===== src/rtl/mem_arbiter.sv =====
// mem_arbiter: memory-side responder for the icache/dcache control interface.
// Serves CPUS dcaches and CPUS icaches through one single-ported RAM. Class
// priority is dcache write > dcache read > icache read, with round-robin across
// CPUs inside a class. The two words of a dcache block transfer stay together
// under a lock.
// Optional build macro MEM_ARB_STATS_EN adds the xfer/stall/lock counters.
//
// Handshake: a requester holds its REN/WEN and address (and store data) high
// until it samples its wait line low. The wait line is low for exactly the
// cycle in which the RAM completes that requester's word (ramready=1). Read
// data is on the load bus in that same cycle and holds its value afterwards.
// A requester that drops its request before completion abandons the access.
module mem_arbiter #(
  parameter int CPUS = 2
) (
  input  logic                   CLK,
  input  logic                   RST,
  input  logic [CPUS-1:0]        iREN,
  input  logic [CPUS-1:0][31:0]  iaddr,
  output logic [CPUS-1:0]        iwait,
  output logic [CPUS-1:0][31:0]  iload,
  input  logic [CPUS-1:0]        dREN,
  input  logic [CPUS-1:0]        dWEN,
  input  logic [CPUS-1:0][31:0]  daddr,
  input  logic [CPUS-1:0][31:0]  dstore,
  output logic [CPUS-1:0]        dwait,
  output logic [CPUS-1:0][31:0]  dload,
  output logic                   ramREN,
  output logic                   ramWEN,
  output logic [31:0]            ramaddr,
  output logic [31:0]            ramstore,
  input  logic [31:0]            ramload,
  input  logic                   ramready
`ifdef MEM_ARB_STATS_EN
  ,
  output logic [31:0]            xfer_count,
  output logic [31:0]            stall_count,
  output logic [31:0]            lock_count
`endif
);

  localparam int CW = (CPUS > 1) ? $clog2(CPUS) : 1;

  typedef enum logic {IDLE, ACCESS} state_t;

  // Complete arbiter state in one struct so checkers can bind to it directly.
  typedef struct packed {
    state_t        state;
    logic          gnt_d;    // 1: dcache grantee, 0: icache grantee
    logic [CW-1:0] gnt_cpu;
    logic [CW-1:0] rr_ptr;
    logic          lock;
  } arb_t;

  arb_t st;

  logic [CPUS-1:0][31:0] iload_q, dload_q;

  // Round-robin search: first set request at or after ptr, wrapping.
  function automatic logic [CW:0] rr_pick(input logic [CPUS-1:0] req,
                                          input logic [CW-1:0] ptr);
    logic          found;
    logic [CW-1:0] idx;
    logic [CW-1:0] cand;
    found = 1'b0;
    idx   = '0;
    for (int k = 0; k < CPUS; k++) begin
      cand = CW'((int'(ptr) + k) % CPUS);
      if (!found && req[cand]) begin
        found = 1'b1;
        idx   = cand;
      end
    end
    return {found, idx};
  endfunction

  logic          wr_any, rd_any, i_any;
  logic [CW-1:0] wr_idx, rd_idx, i_idx;

  // Per-class winners; a dcache with both strobes is a write only.
  always_comb begin
    {wr_any, wr_idx} = rr_pick(dWEN, st.rr_ptr);
    {rd_any, rd_idx} = rr_pick(dREN & ~dWEN, st.rr_ptr);
    {i_any, i_idx}   = rr_pick(iREN, st.rr_ptr);
  end

  logic [CW-1:0] g;
  logic          g_ren, g_wen, g_live, in_access, done, relock;
  logic [CW-1:0] next_ptr;

  // Live view of the grantee; done marks the completing cycle of a word.
  always_comb begin
    g         = st.gnt_cpu;
    g_wen     = st.gnt_d & dWEN[g];
    g_ren     = st.gnt_d ? (dREN[g] & ~dWEN[g]) : iREN[g];
    g_live    = g_ren | g_wen;
    in_access = (st.state == ACCESS) & ~RST;
    done      = in_access & g_live & ramready;
    relock    = st.gnt_d & ~daddr[g][2];
    next_ptr  = CW'((int'(g) + 1) % CPUS);
  end

  // RAM side follows the grantee's live inputs while in ACCESS.
  always_comb begin
    ramREN   = in_access & g_ren;
    ramWEN   = in_access & g_wen;
    ramaddr  = in_access ? (st.gnt_d ? daddr[g] : iaddr[g]) : 32'h0;
    ramstore = (in_access & st.gnt_d) ? dstore[g] : 32'h0;
  end

  // Wait lines and load buses: only the grantee sees a completion.
  always_comb begin
    iwait = '1;
    dwait = '1;
    iload = iload_q;
    dload = dload_q;
    for (int c = 0; c < CPUS; c++) begin
      if (done && g == CW'(c)) begin
        if (st.gnt_d) begin
          dwait[c] = 1'b0;
          if (g_ren) dload[c] = ramload;
        end else begin
          iwait[c] = 1'b0;
          iload[c] = ramload;
        end
      end
    end
  end

  // Arbitration / access FSM.
  always_ff @(posedge CLK) begin
    if (RST) begin
      st <= '{state: IDLE, gnt_d: 1'b0, gnt_cpu: '0, rr_ptr: '0, lock: 1'b0};
    end else begin
      case (st.state)
        IDLE: begin
          if (wr_any) begin
            st.state   <= ACCESS;
            st.gnt_d   <= 1'b1;
            st.gnt_cpu <= wr_idx;
          end else if (rd_any) begin
            st.state   <= ACCESS;
            st.gnt_d   <= 1'b1;
            st.gnt_cpu <= rd_idx;
          end else if (i_any) begin
            st.state   <= ACCESS;
            st.gnt_d   <= 1'b0;
            st.gnt_cpu <= i_idx;
          end
        end
        ACCESS: begin
          if (!g_live) begin
            st.state <= IDLE;
            st.lock  <= 1'b0;
          end else if (ramready) begin
            if (relock) begin
              st.lock <= 1'b1;
            end else begin
              st.lock   <= 1'b0;
              st.rr_ptr <= next_ptr;
              st.state  <= IDLE;
            end
          end
        end
        default: st.state <= IDLE;
      endcase
    end
  end

  // Remember the last word delivered to each requester.
  always_ff @(posedge CLK) begin
    if (RST) begin
      iload_q <= '0;
      dload_q <= '0;
    end else begin
      iload_q <= iload;
      dload_q <= dload;
    end
  end

`ifdef MEM_ARB_STATS_EN
  logic stall_pend;

  // Any request pending from someone other than the current grantee.
  always_comb begin
    stall_pend = 1'b0;
    for (int c = 0; c < CPUS; c++) begin
      if (iREN[c] && !(in_access && !st.gnt_d && g == CW'(c))) stall_pend = 1'b1;
      if ((dREN[c] | dWEN[c]) && !(in_access && st.gnt_d && g == CW'(c))) stall_pend = 1'b1;
    end
  end

  // Saturating statistics counters.
  always_ff @(posedge CLK) begin
    if (RST) begin
      xfer_count  <= '0;
      stall_count <= '0;
      lock_count  <= '0;
    end else begin
      if (done && xfer_count != '1) xfer_count <= xfer_count + 32'd1;
      if (stall_pend && stall_count != '1) stall_count <= stall_count + 32'd1;
      if (done && st.lock && !relock && lock_count != '1) lock_count <= lock_count + 32'd1;
    end
  end
`endif

endmodule


===== config.mk =====
export PLATFORM = sky130hd
export DESIGN_NAME = mem_arbiter
export DESIGN_NICKNAME = d
export VERILOG_FILES = /design/src/rtl/mem_arbiter.sv
export SDC_FILE = /design/constraint.sdc
export NUM_CORES = 1
export LEC_CHECK = 0
export CORE_AREA = 2 2 169 171
export DETAILED_ROUTE_END_ITERATION = 8
export DIE_AREA = 0 0 171 173
export GPL_ROUTABILITY_DRIVEN = 1
export PLACE_DENSITY = 0.54
export SYNTH_ARGS = -nofsm -noshare
export SYNTH_HDL_FRONTEND = slang
export SYNTH_SLANG_ARGS = --single-unit

===== constraint.sdc =====
create_clock -name CLK -period 4.1 [get_ports CLK]
set_input_delay 0.615 -clock CLK [delete_from_list [all_inputs] [get_ports CLK]]
set_output_delay 0.615 -clock CLK [all_outputs]
set_load 0.005 [all_outputs]

# After elaboration in Yosys (flattened, before gate mapping)
# Index checks and enable logic that the tools add are counted.
# op_classes
reduce_logical	11
mux	63
add_sub_neg	2
bitwise	18
n_lt_le_gt_ge	3
# ops
op	count
$mux 32	19
$mux 1	40
$and 1x1->1	9
$mux 3	3
$lt 1x2->1 const B	3
$not 1->1	6
$logic_and 1x1->1	5
$reduce_and 4->1	1
$logic_not 1->1	3
$reduce_bool 3->1	1
$add 1x1->1 const B	2
$and 2x2->2	1
$not 2->2	1
$pmux 1 s2	1
$reduce_and 2->1	1
$or 1x1->1	1
# word_totals
word_cells	105
reg_bits	132
input_bits	233
out_inout_bits	198

# Logic depth before layout (Yosys ltp)
# depth
word_depth	11
mapped_depth	6
ltp_nobuf	4

# Worst setup path after synthesis
# Ideal clock, no wire load.
# synth_path
path_kind	input to output
startpoint	input dWEN[0]
endpoint	output dload[10] (netlist bit)
arrival_time_ns	1.771
path_stages	5
setup_slack_ns	1.714
t_required_ns	3.485
path_buffers	2
cell_sequence	or3b_1 > or2_1 > buf_2 > buf_6 > mux2_4
# synth_rtl
element	line_no	text
start, declared	23	input logic [CPUS-1:0] dWEN,
end, declared	27	output logic [CPUS-1:0][31:0] dload,

==> results.py <==
metrics = {
    "run_status": {
        "outcome": "finished clean",
    },
    "placed_design": {
        "io_buffers": 430,
        "place_ws_ns": 0.539,
        "place_hpwl_um": 22900,
        "place_congestion": 0.801,
    },
    "power_and_ir_drop": {
        "power_uw": 3400,
        "leakage_uw": 0.00466,
        "ir_drop_mv": 0.222,
        "powerDensity_nw_per_um2": 279,
    },
    "synthesis": {
        "syn_nets": 842,
        "syn_avg_cell_area_sq_um": 11.3,
        "yosysSeqAreaShare_pct": 38.3,
        "yosysUniqueCellTypes": 38,
        "ys_ff_latch": 132,
        "netlist_area_sq_um": 6900,
        "syn_inst": 609,
        "ys_warn_count": 0,
    },
    "cells_and_area": {
        "num-fill-cells": 2705,
        "seqCellArea_sq_um": 2650,
        "drive_gt1_share_pct": 20.4,
        "mostFrequentLayoutCells": "clkdlybuf4s50_1, dfxtp_1, nor2b_1",
        "final_common_cell": "clkdlybuf4s50_1",
        "nets": 1257,
        "area_growth_pct": 76.5,
        "multiInputGateArea_sq_um": 4010,
        "diodes": 0,
    },
    "critical_path": {
        "cp.buffers_inverters": 3,
        "cp-end-kind": "output port",
        "crit_chain": "clkdlybuf4s50_1, or3b_1, or2_2, buf_4, mux2_1, clkdlybuf4s50_1",
        "cp_slowest_stage_delay_ns": 0.53,
        "worstSetupPathType": "primary input to output port",
        "critPathMostFrequentCell": "clkdlybuf4s50_1",
        "crit_slowest_cell": "clkdlybuf4s50_1",
        "required_ns": 3.48,
        "startpoint_type": "primary input",
        "crit_family": "buffers and inverters",
        "crit_fanout": 17,
        "crit_arrival_ns": 2.96,
    },
    "timing": {
        "rsz0062_at_grt": "no",
        "finalHoldViolations": 0,
        "clock-skew-final_ns": 0.00919,
        "min_period_ns": 3.57,
        "setup_violations": 0,
        "fmax_mhz": 280,
        "finalCritPeriodShare_pct": 87.1,
        "maxSlewHeadroom_pct": 48.4,
        "tns_ns": 0,
        "worst_pin_slew_ns": 0.774,
        "worst_slack_ns": 0.529,
        "drv_slew": 0,
    },
    "clocking": {
        "cts_tree": "done",
        "post_cts_buffers": 0,
        "postCtsResizedCells": 0,
        "ctsRootBufferMaster": "clkbuf_16",
        "cts_max_path_buffers": 2,
        "numCtsBuffers": 17,
        "clk_pin_slew_ns": 0.07,
        "ctsHoldBuffers": 0,
        "clk_latency_ns": 0.42,
        "htreeDepth": 4,
        "cts_sinks": 132,
    },
    "global_route": {
        "grt_max_degree": 71,
        "grt_pass1_wl_um": 42400,
        "antenna_found_initial": 2,
        "grt_pass1_vias": 6465,
        "grt_use_total_pct": 19.4,
        "grt_overflow_total": 0,
    },
    "detailed_routing": {
        "drtIter0Drc": 220,
        "dr.pass1.iters": 4,
        "drc_errors": 0,
        "num_vias": 6156,
        "wl_um": 29500,
        "antenna_left": 0,
        "vias_per_cell": 4.35,
        "wl_per_cell_um": 20.9,
    },
    "floorplan": {
        "chipWidth_um": 171,
        "coreArea_sq_um": 27600,
        "initial_core_util_pct": 25.0,
        "dieArea_sq_um": 29600,
        "die-height_um": 173,
        "rows": 61,
        "io_pins": 431,
    },
    "min_path": {
        "holdCritPathClass": "primary input to flop",
    },
    "flow_run": {
        "maxCapViolCount": 0,
    },
}
## worst reg2reg max path, cell delays in order, from the launching register on
cell and delay [ns]:
dfxtp_4 0.46, or3b_1 0.45, or2_2 0.32, buf_4 0.25, mux2_1 0.38, nor2b_1 0.13
## synth_stat cells
cell type / n / area share [%]
mux2_4: 30 / 6.5
nand2b_1: 2 / 0.18
a311oi_1: 1 / 0.13
a211oi_1: 2 / 0.22
o22a_1: 1 / 0.13
and4bb_1: 1 / 0.18
inv_1: 4 / 0.22
or3b_2: 1 / 0.13
buf_6: 3 / 0.49
o21ai_0: 2 / 0.15
nor3b_1: 1 / 0.11
and2_1: 31 / 2.8
clkbuf_1: 21 / 1.1
a21oi_1: 3 / 0.22
nand2_1: 2 / 0.11
o41ai_1: 1 / 0.13
dfxtp_1: 132 / 38
o21bai_1: 2 / 0.22
or3b_1: 1 / 0.13
nand3b_1: 1 / 0.11
mux2_2: 95 / 16
buf_1: 3 / 0.16
mux2i_1: 33 / 4.8
or2_1: 1 / 0.091
a31oi_1: 2 / 0.18
and3_1: 2 / 0.18
nor2_1: 38 / 2.1
buf_4: 6 / 0.65
nor4_1: 1 / 0.091
or3_1: 1 / 0.091
buf_2: 14 / 1.0
nand4b_1: 1 / 0.13
mux4_2: 32 / 10
a31o_2: 1 / 0.13
nor2b_1: 130 / 12
a21o_1: 1 / 0.11
mux2_1: 5 / 0.82
o211ai_1: 1 / 0.11
## per-layer routing
layer | up-vias | GRT usage [%] | wire length, um
met5 | - | 0 | 13
met3 | 29 | 7.97 | 3010
met4 | 2 | 5.51 | 580
met1 | 2935 | 21.9 | 11600
met2 | 256 | 33.4 | 14300
li1 | 2934 | - | -
## stage by stage
| step | hold WS, ns | util [%] | instance area [sq um] | cells |
|---|---|---|---|---|
| 2_1_floorplan | 0.538 | - | 6900 | 609 |
| 4_1_cts | 0.436 | 44.1 | 12200 | 1415 |
| 6_report | 0.445 | 44.1 | 12200 | 1415 |
| 3_5_place_dp | 0.566 | 41.9 | 11600 | 1383 |
| 3_3_place_gp | 0.554 | 41.9 | 11600 | 1383 |
| 5_1_grt | 0.440 | 44.1 | 12200 | 1415 |
## cell type report
class	instances	share of cell area, %
multi-input cells	426	33.0
flip-flops and latches	132	21.7
well taps	378	3.88
inverters	4	0.123
clock buffers	17	3.49
repair buffers	443	36.4
clock inverters	15	1.34
## where the power goes
part / switching, uW / total, uW / internal (uW)
clock network: 690 / 1510 / 817
logic: 206 / 585 / 379
registers: 13.1 / 1300 / 1290
total: 909 / 3400 / 2490
## flip-flops by register name, indices dropped and copies added (netlist names)
| register | cells |
|---|---|
| dload_q | 64 |
| iload_q | 64 |
| g | 1 |
| st | 3 |
## kinds of logic after synthesis
logic type | Yosys count | share of synthesized area [%]
AO/OA/AOI/OAI | 17 | 1.71
AND/OR/NAND/NOR | 214 | 18.2
flip-flops | 132 | 38.3
buffers and inverters | 51 | 3.68
multiplexers | 195 | 38.1
## path summary, 6_finish.rpt
path | from | end | slack, ns | cells past startpoint
setup reg to reg | g | dload_q[31] | 1.97 | 5
hold reg to reg | iload_q[37] | iload_q[37] | 0.58 | 2
hold / removal | RST | st[3] | 0.45 | 2
setup / recovery | dREN[0] | dload[31] | 0.53 | 6
Power figures use the tool's default switching activity.
